`src/rtl/eth_serdes_rx_slip_if.sv`:
```
// Stream bundle for the 66b bit-slip aligner: raw line words and slip request in,
// aligned payload/header and the current bit offset out.
interface eth_serdes_rx_slip_if #(
    parameter int DATA_WIDTH = 64,
    parameter int HDR_WIDTH  = 2
);
    localparam int BLK_W = DATA_WIDTH + HDR_WIDTH;
    localparam int OFF_W = $clog2(BLK_W);

    logic [BLK_W-1:0]      in_word;
    logic                  in_valid;
    logic                  serdes_rx_bitslip;
    logic [DATA_WIDTH-1:0] serdes_rx_data;
    logic [HDR_WIDTH-1:0]  serdes_rx_hdr;
    logic                  serdes_rx_valid;
    logic [OFF_W-1:0]      slip_offset;

    modport master (
        output in_word, in_valid, serdes_rx_bitslip,
        input  serdes_rx_data, serdes_rx_hdr, serdes_rx_valid, slip_offset
    );

    modport slave (
        input  in_word, in_valid, serdes_rx_bitslip,
        output serdes_rx_data, serdes_rx_hdr, serdes_rx_valid, slip_offset
    );
endinterface

```
`src/rtl/eth_serdes_rx_slip.sv`:
```
// Bit-slip aligner: picks a 66b window out of the current and previous line word at a
// slip-controlled bit offset; slips are rising-edge triggered with a holdoff window.
module eth_serdes_rx_slip #(
    parameter int DATA_WIDTH   = 64,
    parameter int HDR_WIDTH    = 2,
    parameter int SLIP_HOLDOFF = 4
) (
    input  logic rx_clk,
    input  logic rx_rst,
    eth_serdes_rx_slip_if.slave bus
);
    localparam int BLK_W = DATA_WIDTH + HDR_WIDTH;
    localparam int OFF_W = $clog2(BLK_W);
    localparam int IDX_W = $clog2(2 * BLK_W);
    localparam int HO_W  = (SLIP_HOLDOFF > 0) ? $clog2(SLIP_HOLDOFF + 1) : 1;

    logic [BLK_W-1:0]      prev_word_reg, prev_word_next;
    logic                  primed_reg, primed_next;
    logic [OFF_W-1:0]      offset_reg, offset_next;
    logic [HO_W-1:0]       holdoff_reg, holdoff_next;
    logic                  bitslip_reg, bitslip_next;
    logic                  armed_reg, armed_next;
    logic [DATA_WIDTH-1:0] data_reg, data_next;
    logic [HDR_WIDTH-1:0]  hdr_reg, hdr_next;
    logic                  valid_reg, valid_next;

    logic [2*BLK_W-1:0]    concat;
    logic [IDX_W-1:0]      sel_idx;
    logic [BLK_W-1:0]      window;
    logic                  slip_rise;
    logic                  slip_accept;

    // Offset 0 selects prev_word whole; higher offsets pull low bits of in_word in on top.
    assign concat  = {bus.in_word, prev_word_reg};
    assign sel_idx = IDX_W'(offset_reg);
    assign window  = concat[sel_idx +: BLK_W];

    // armed_reg blocks a request that is already high when reset releases from
    // being seen as an edge; it sets once the request has been observed low.
    assign slip_rise   = bus.serdes_rx_bitslip & ~bitslip_reg & armed_reg;
    assign slip_accept = slip_rise & (holdoff_reg == '0);

    always_comb begin
        prev_word_next = prev_word_reg;
        primed_next    = primed_reg;
        offset_next    = offset_reg;
        holdoff_next   = holdoff_reg;
        bitslip_next   = bus.serdes_rx_bitslip;
        armed_next     = armed_reg | ~bus.serdes_rx_bitslip;
        data_next      = data_reg;
        hdr_next       = hdr_reg;
        valid_next     = 1'b0;

        if (slip_accept) begin
            offset_next  = (offset_reg == OFF_W'(BLK_W - 1)) ? '0 : offset_reg + OFF_W'(1);
            holdoff_next = HO_W'(SLIP_HOLDOFF);
        end else if (holdoff_reg != '0) begin
            holdoff_next = holdoff_reg - HO_W'(1);
        end

        if (bus.in_valid) begin
            prev_word_next = bus.in_word;
            primed_next    = 1'b1;
            if (primed_reg) begin
                data_next  = window[BLK_W-1:HDR_WIDTH];
                hdr_next   = window[HDR_WIDTH-1:0];
                valid_next = 1'b1;
            end
        end
    end

    always_ff @(posedge rx_clk) begin
        if (rx_rst) begin
            prev_word_reg <= '0;
            primed_reg    <= 1'b0;
            offset_reg    <= '0;
            holdoff_reg   <= '0;
            bitslip_reg   <= 1'b0;
            armed_reg     <= 1'b0;
            data_reg      <= '0;
            hdr_reg       <= '0;
            valid_reg     <= 1'b0;
        end else begin
            prev_word_reg <= prev_word_next;
            primed_reg    <= primed_next;
            offset_reg    <= offset_next;
            holdoff_reg   <= holdoff_next;
            bitslip_reg   <= bitslip_next;
            armed_reg     <= armed_next;
            data_reg      <= data_next;
            hdr_reg       <= hdr_next;
            valid_reg     <= valid_next;
        end
    end

    assign bus.serdes_rx_data  = data_reg;
    assign bus.serdes_rx_hdr   = hdr_reg;
    assign bus.serdes_rx_valid = valid_reg;
    assign bus.slip_offset     = offset_reg;
endmodule

```
`src/flat_wrapper.sv`:
```
// flat-port wrapper written by rule: the top's interface ports become plain ports
module eth_serdes_rx_slip_flat 
#(
    parameter int DATA_WIDTH   = 64,
    parameter int HDR_WIDTH    = 2,
    parameter int SLIP_HOLDOFF = 4
)
  (rx_clk, rx_rst, bus_in_word, bus_in_valid, bus_serdes_rx_bitslip, bus_serdes_rx_data, bus_serdes_rx_hdr, bus_serdes_rx_valid, bus_slip_offset);
  eth_serdes_rx_slip_if #(.DATA_WIDTH(DATA_WIDTH), .HDR_WIDTH(HDR_WIDTH)) bus_i ();
  input  logic rx_clk;
  input  logic rx_rst;
  input wire logic [$bits(bus_i.in_word)-1:0] bus_in_word;
  input wire logic [$bits(bus_i.in_valid)-1:0] bus_in_valid;
  input wire logic [$bits(bus_i.serdes_rx_bitslip)-1:0] bus_serdes_rx_bitslip;
  output wire logic [$bits(bus_i.serdes_rx_data)-1:0] bus_serdes_rx_data;
  output wire logic [$bits(bus_i.serdes_rx_hdr)-1:0] bus_serdes_rx_hdr;
  output wire logic [$bits(bus_i.serdes_rx_valid)-1:0] bus_serdes_rx_valid;
  output wire logic [$bits(bus_i.slip_offset)-1:0] bus_slip_offset;
  assign bus_i.in_word = bus_in_word;
  assign bus_i.in_valid = bus_in_valid;
  assign bus_i.serdes_rx_bitslip = bus_serdes_rx_bitslip;
  assign bus_serdes_rx_data = bus_i.serdes_rx_data;
  assign bus_serdes_rx_hdr = bus_i.serdes_rx_hdr;
  assign bus_serdes_rx_valid = bus_i.serdes_rx_valid;
  assign bus_slip_offset = bus_i.slip_offset;
  eth_serdes_rx_slip #(.DATA_WIDTH(DATA_WIDTH), .HDR_WIDTH(HDR_WIDTH), .SLIP_HOLDOFF(SLIP_HOLDOFF)) u_core (.rx_clk(rx_clk), .rx_rst(rx_rst), .bus(bus_i));
endmodule
```
`config.mk`:
```
export PLATFORM = sky130hd
export DESIGN_NAME = eth_serdes_rx_slip_flat
export DESIGN_NICKNAME = d
export VERILOG_FILES = /design/src/rtl/eth_serdes_rx_slip_if.sv /design/src/rtl/eth_serdes_rx_slip.sv /design/src/flat_wrapper.sv
export SDC_FILE = /design/constraint.sdc
export NUM_CORES = 1
export LEC_CHECK = 0
export BUFFER_PORTS_ARGS = -buffer_cell sky130_fd_sc_hd__buf_2
export CAP_MARGIN = 10
export CORE_AREA = 2 2 171 173
export DETAILED_ROUTE_END_ITERATION = 10
export DIE_AREA = 0 0 173 175
export PLACE_DENSITY = 0.75
export SKIP_LAST_GASP = 1
export SLEW_MARGIN = 10
export SYNTH_ARGS = -nofsm -noshare
export SYNTH_HDL_FRONTEND = slang
export SYNTH_SLANG_ARGS = --single-unit
```
`constraint.sdc`:
```
create_clock -name rx_clk -period 7.9 [get_ports rx_clk]
set_input_delay 1.58 -clock rx_clk [delete_from_list [all_inputs] [get_ports rx_clk]]
set_output_delay 1.58 -clock rx_clk [all_outputs]
set_load 0.01 [all_outputs]
```
Word level (Yosys, flattened, before mapping)
Index checks and enable logic that the tools add are counted.
Widths: inputs -> output; s select.
{"block": "op_classes", "bitwise_logic": 7, "n_reduce_logical": 6, "div": 0, "muxes": 4, "shift": 1, "n_mul": 0, "order_cmp": 0, "n_eq_ne": 1, "n_addsub": 2}
{"op": "$shiftx 132x8->66", "count": 1}
{"op": "$add 7x1->7 const B", "count": 1}
{"op": "$eq 7x7->1 const B", "count": 1}
{"op": "$mux 7", "count": 1}
{"op": "$mux 3", "count": 2}
{"op": "$reduce_or 2->1", "count": 2}
{"op": "$and 1x1->1", "count": 3}
{"op": "$logic_not 3->1", "count": 1}
{"op": "$not 1->1", "count": 3}
{"op": "$reduce_bool 3->1", "count": 1}
{"op": "$sub 3x1->3 const B", "count": 1}
{"op": "$reduce_and 2->1", "count": 1}
{"op": "$reduce_bool 2->1", "count": 1}
{"op": "$mux 1", "count": 1}
{"op": "$or 1x1->1", "count": 1}
{"block": "totals", "latchBits": 0, "memories": 0, "regBits": 146, "input_bits": 70, "romBits": 0, "out_inout_bits": 74, "wordCells": 31, "mem_bits_rw": 0}

Longest topological paths before layout
{"block": "depth", "ltp_word": 5, "mapped_depth": 12, "ltp_nobuf": 8}

Least setup slack after synthesis
OpenSTA, ideal clock, no wires.
{"block": "synth_path", "path_kind": "input port to flip-flop", "from": "input port bus_in_word[26]", "to": "register u_core.data_reg[19] (netlist: u_core.bus.serdes_rx_data[19])", "t_arrival_ns": 3.334, "setup_ns": 0.134, "cell_stages": 6, "required_time_ns": 7.766, "path_slack_ns": 4.432, "path_buffers": 0, "cell_sequence": "mux4_2 > and2_1 > or2_2 > mux4_2 > a221oi_2 > a211oi_1"}
{"block": "synth_between", "elab_chain_len": 1}
{"item": "start, declared", "line_no": "flat_wrapper.sv:12", "rtl": "input wire logic [$bits(bus_i.in_word)-1:0] bus_in_word;"}
{"item": "$shiftx 132x8->66", "line_no": "eth_serdes_rx_slip.sv:36", "rtl": "assign window = concat[sel_idx +: BLK_W];"}
{"item": "end signal, assigned", "line_no": "eth_serdes_rx_slip.sv:90", "rtl": "data_reg <= data_next;"}
{"item": "end, declared", "line_no": "eth_serdes_rx_slip.sv:23", "rtl": "logic [DATA_WIDTH-1:0] data_reg, data_next;"}
No other way between the ends.
A chain may end at the register's enable or synchronous reset.

Worst setup path in the final report
{"block": "layout_path", "from": "register u_core.offset_reg[3] (netlist: u_core.bus.slip_offset[3])", "to": "register u_core.data_reg[12] (netlist: u_core.bus.serdes_rx_data[12])"}
{"block": "layout_between", "elab_chain_len": 1}
{"item": "start, declared", "line_no": "eth_serdes_rx_slip.sv:19", "rtl": "logic [OFF_W-1:0] offset_reg, offset_next;"}
{"item": "start signal, assigned", "line_no": "eth_serdes_rx_slip.sv:86", "rtl": "offset_reg <= offset_next;"}
{"item": "$shiftx 132x8->66", "line_no": "eth_serdes_rx_slip.sv:36"}
No other way between the ends.

==> flow_metrics.tcl <==
set metrics [dict create \
    outcome "finished, final reports clean" \
    area_delta_synth_final_pct 7.67 \
    seq_area_um2 2940 \
    finalSetupTns_ns 0 \
    grt_pass1_vias 14100 \
    worstSkewPairLatency_ns 0.46 \
    hold_violations 0 \
    cp.required_ns 8.23 \
    grt_pass1_wl_um 101000 \
    rsz0062_at_grt "false" \
    finalSetupViolations 0 \
    clock_sinks 146 \
    r2r-start "u_core.bus.slip_offset[3]$_SDFFE_PP0P_" \
    largest_register_ffs 66 \
    wl_met1_um 25100 \
    power_leakage_nw 6.67 \
    yosysMostFrequentCell "nor2_1" \
    cts_made_buffers 17 \
    routed_via_density 7.92 \
    fillers 2483 \
    peakVddDrop_mv 0.122 \
    clock_path_buffers 2 \
    synth_flop_cell "dfxtp_1" \
    reg2regPathDepth 7 \
    synthTopCellsByCount "nor2_1 (200), mux4_2 (185), mux2i_1 (181)" \
    synthDistinctLibCells 74 \
    layout-drive-gt1-share_pct 31.0 \
    syn_area_um2 15600 \
    io_pins 144 \
    grt_max_degree 133 \
    arrival_ns 4.30 \
    path_max_fanout 59 \
    slew_viol_final 0 \
    met2_length_um 27400 \
    syn_inst 1574 \
    relSlewSlack_pct 26.3 \
    yosysWarnings 0 \
    cp-startpoint "u_core.bus.slip_offset[3]$_SDFFE_PP0P_" \
    cts_resized 0 \
    yosysSeqAreaShare_pct 18.7 \
    wire_per_inst_um 34.6 \
    first_iter_violations 3577 \
    synth_edf_count 0 \
    worstHoldPathType "reg2reg" \
    fin_crit_sh_pct 50.2 \
    multiInputGateArea_um2 11800 \
    synth_area_leader_cell "mux4_2" \
    netlist.area_leader.share_pct 26.7 \
    portBuffers 143 \
    ys_seq_elements 146 \
    cp-end-kind "register" \
    skew_ns 0.0224 \
    root_buffer "clkbuf_16" \
    drt-total-wl_um 69300 \
    reg2reg_setup_slack_ns 3.93 \
    worstMarginPinSlew_ns 1.10 \
    placed_area_um2 16200 \
    first_pass_iters 6 \
    clkTransAtPathRegs_ns 0.08 \
    cts_hold_buffers 0 \
    synth_fp_nets 1648 \
    critical_path_class "reg2reg" \
    yosys-top-cells-area "mux4_2 (27%), dfxtp_1 (19%), mux2i_1 (12%)" \
    fp.dieH_um 175 \
    gr-usage-all-layers_pct 45.2 \
    synth.avg_cell_area_um2 9.92 \
    cellPowerDensity_nw_per_um2 153 \
    cts_tree "built" \
    cts_setup_buffers 0 \
    core_um2 28400 \
    antenna_found_initial 3 \
    maxCapViolCount 0 \
    gp_congestion 1.09 \
    design_area_um2 16800 \
    wl_met3_um 11100 \
    ys_async_sr_fraction_pct 0 \
    die_x_um 173 \
    h-tree-depth 4 \
    row_count 62 \
    top_layer_used "met4" \
    ant_nets 0 \
    start_util_pct 55.0 \
    hpwl_um 51700 \
    min_period_ns 3.97 \
    routed-via-count 15900 \
    layout.nets 1678 \
    cp-start-kind "register" \
    endpoint "u_core.bus.serdes_rx_data[12]$_SDFFE_PP0P_" \
    grt-ovfl-total 0 \
    r2r_end "u_core.bus.serdes_rx_data[12]$_SDFFE_PP0P_" \
    max_freq_ghz 0.252 \
    drc 0 \
    dieArea_um2 30300 \
]
==> per-stage QoR <==
| stage | hold WS, ns | utilization, % | setup WS (ns) | std cells | total power [mW] |
|---|---|---|---|---|---|
| after floorplan | 0.430 | - | 4.43 | 1574 | 1.37 |
| after detailed placement | 0.460 | 57.2 | 4.00 | 1969 | 1.66 |
| after CTS | 0.471 | 59.2 | 4.15 | 2001 | 2.52 |
| final | 0.467 | 59.2 | 3.93 | 2002 | 2.57 |
| after global placement | 0.438 | 57.2 | 3.96 | 1969 | 1.65 |
| after global routing | 0.491 | 59.2 | 3.85 | 2002 | 2.62 |
==> worst max-delay path, cell delays in order, from the launching register on <==
cell and delay (ns):
dfxtp_4 0.73, buf_4 0.73, mux4_2 0.47, mux2_2 0.24
mux2i_1 0.14, a222oi_1 0.89, o21ai_0 0.17, a2111oi_0 0.44
==> layout by cell type, fill, tap and decap left out, types with 7 or more instances in the layout <==
cell type,count
nor2_1,199
mux4_2,185
mux2i_1,181
buf_2,141
dfxtp_1,140
nand2_1,139
mux2_2,88
a21oi_1,59
o21ai_0,52
a211oi_1,35
o22ai_1,31
buf_4,28
a221oi_1,22
mux4_1,17
nor3_1,17
a22oi_1,17
clkbuf_16,17
nand3_1,13
o211ai_1,13
o221ai_1,12
nand2b_1,10
a211o_1,10
and2_1,9
a311oi_1,9
inv_1,9
a221o_1,8
nor4_1,8
o31ai_1,7
==> area by class of cell <==
class,count,share of cell area (%)
antenna,1,0.0149
tap,384,2.86
sequential,146,17.5
timing repair buffer,170,5.56
clock buffer,18,2.61
inverter,14,0.350
clock inverter,14,0.870
multi-input combinational,1255,70.3
==> logic make-up (layout without fill, tap and decap cells) <==
kind of cell             after synthesis  after routing  synth area share [%]
AO/OA/AOI/OAI                        349            349                  16.0
XOR/XNOR                               5              5                 0.280
adder cells (fa/ha/maj)                4              4                 0.320
buffers and inverters                173            216                  5.69
flip-flops                           146            146                  18.7
multiplexers                         473            473                  47.7
other                                  0              1                     0
AND/OR/NAND/NOR                      424            424                  11.3
==> how the worst min path moves through the flow <==
stage / from / to / depth (start not counted)
3_3_place_gp: u_core.armed_reg$_SDFF_PP0_ / u_core.armed_reg$_SDFF_PP0_ / 2
2_1_floorplan: u_core.armed_reg$_SDFF_PP0_ / u_core.armed_reg$_SDFF_PP0_ / 2
3_5_place_dp: u_core.bus.serdes_rx_data[14]$_SDFFE_PP0P_ / u_core.bus.serdes_rx_data[14]$_SDFFE_PP0P_ / 1
5_1_grt: u_core.bus.serdes_rx_data[11]$_SDFFE_PP0P_ / u_core.bus.serdes_rx_data[11]$_SDFFE_PP0P_ / 2
4_1_cts: u_core.bus.serdes_rx_data[11]$_SDFFE_PP0P_ / u_core.bus.serdes_rx_data[11]$_SDFFE_PP0P_ / 2
6_report: u_core.armed_reg$_SDFF_PP0_ / u_core.armed_reg$_SDFF_PP0_ / 2
==> routing by layer <==
layer | global-route usage (%) | vias up
met1 | 62.0 | 7461
met2 | 63.3 | 1761
li1 | - | 6297
met4 | 26.9 | 0
met3 | 13.2 | 339
met5 | 0 | -
==> report_power, final <==
group	internal (mW)	leakage, nW	switching [mW]
clock network	0.455	0.288	0.414
registers	0.783	1.20	0.0667
logic	0.342	5.18	0.515
No activity file was read; power rests on OpenSTA's default activity.
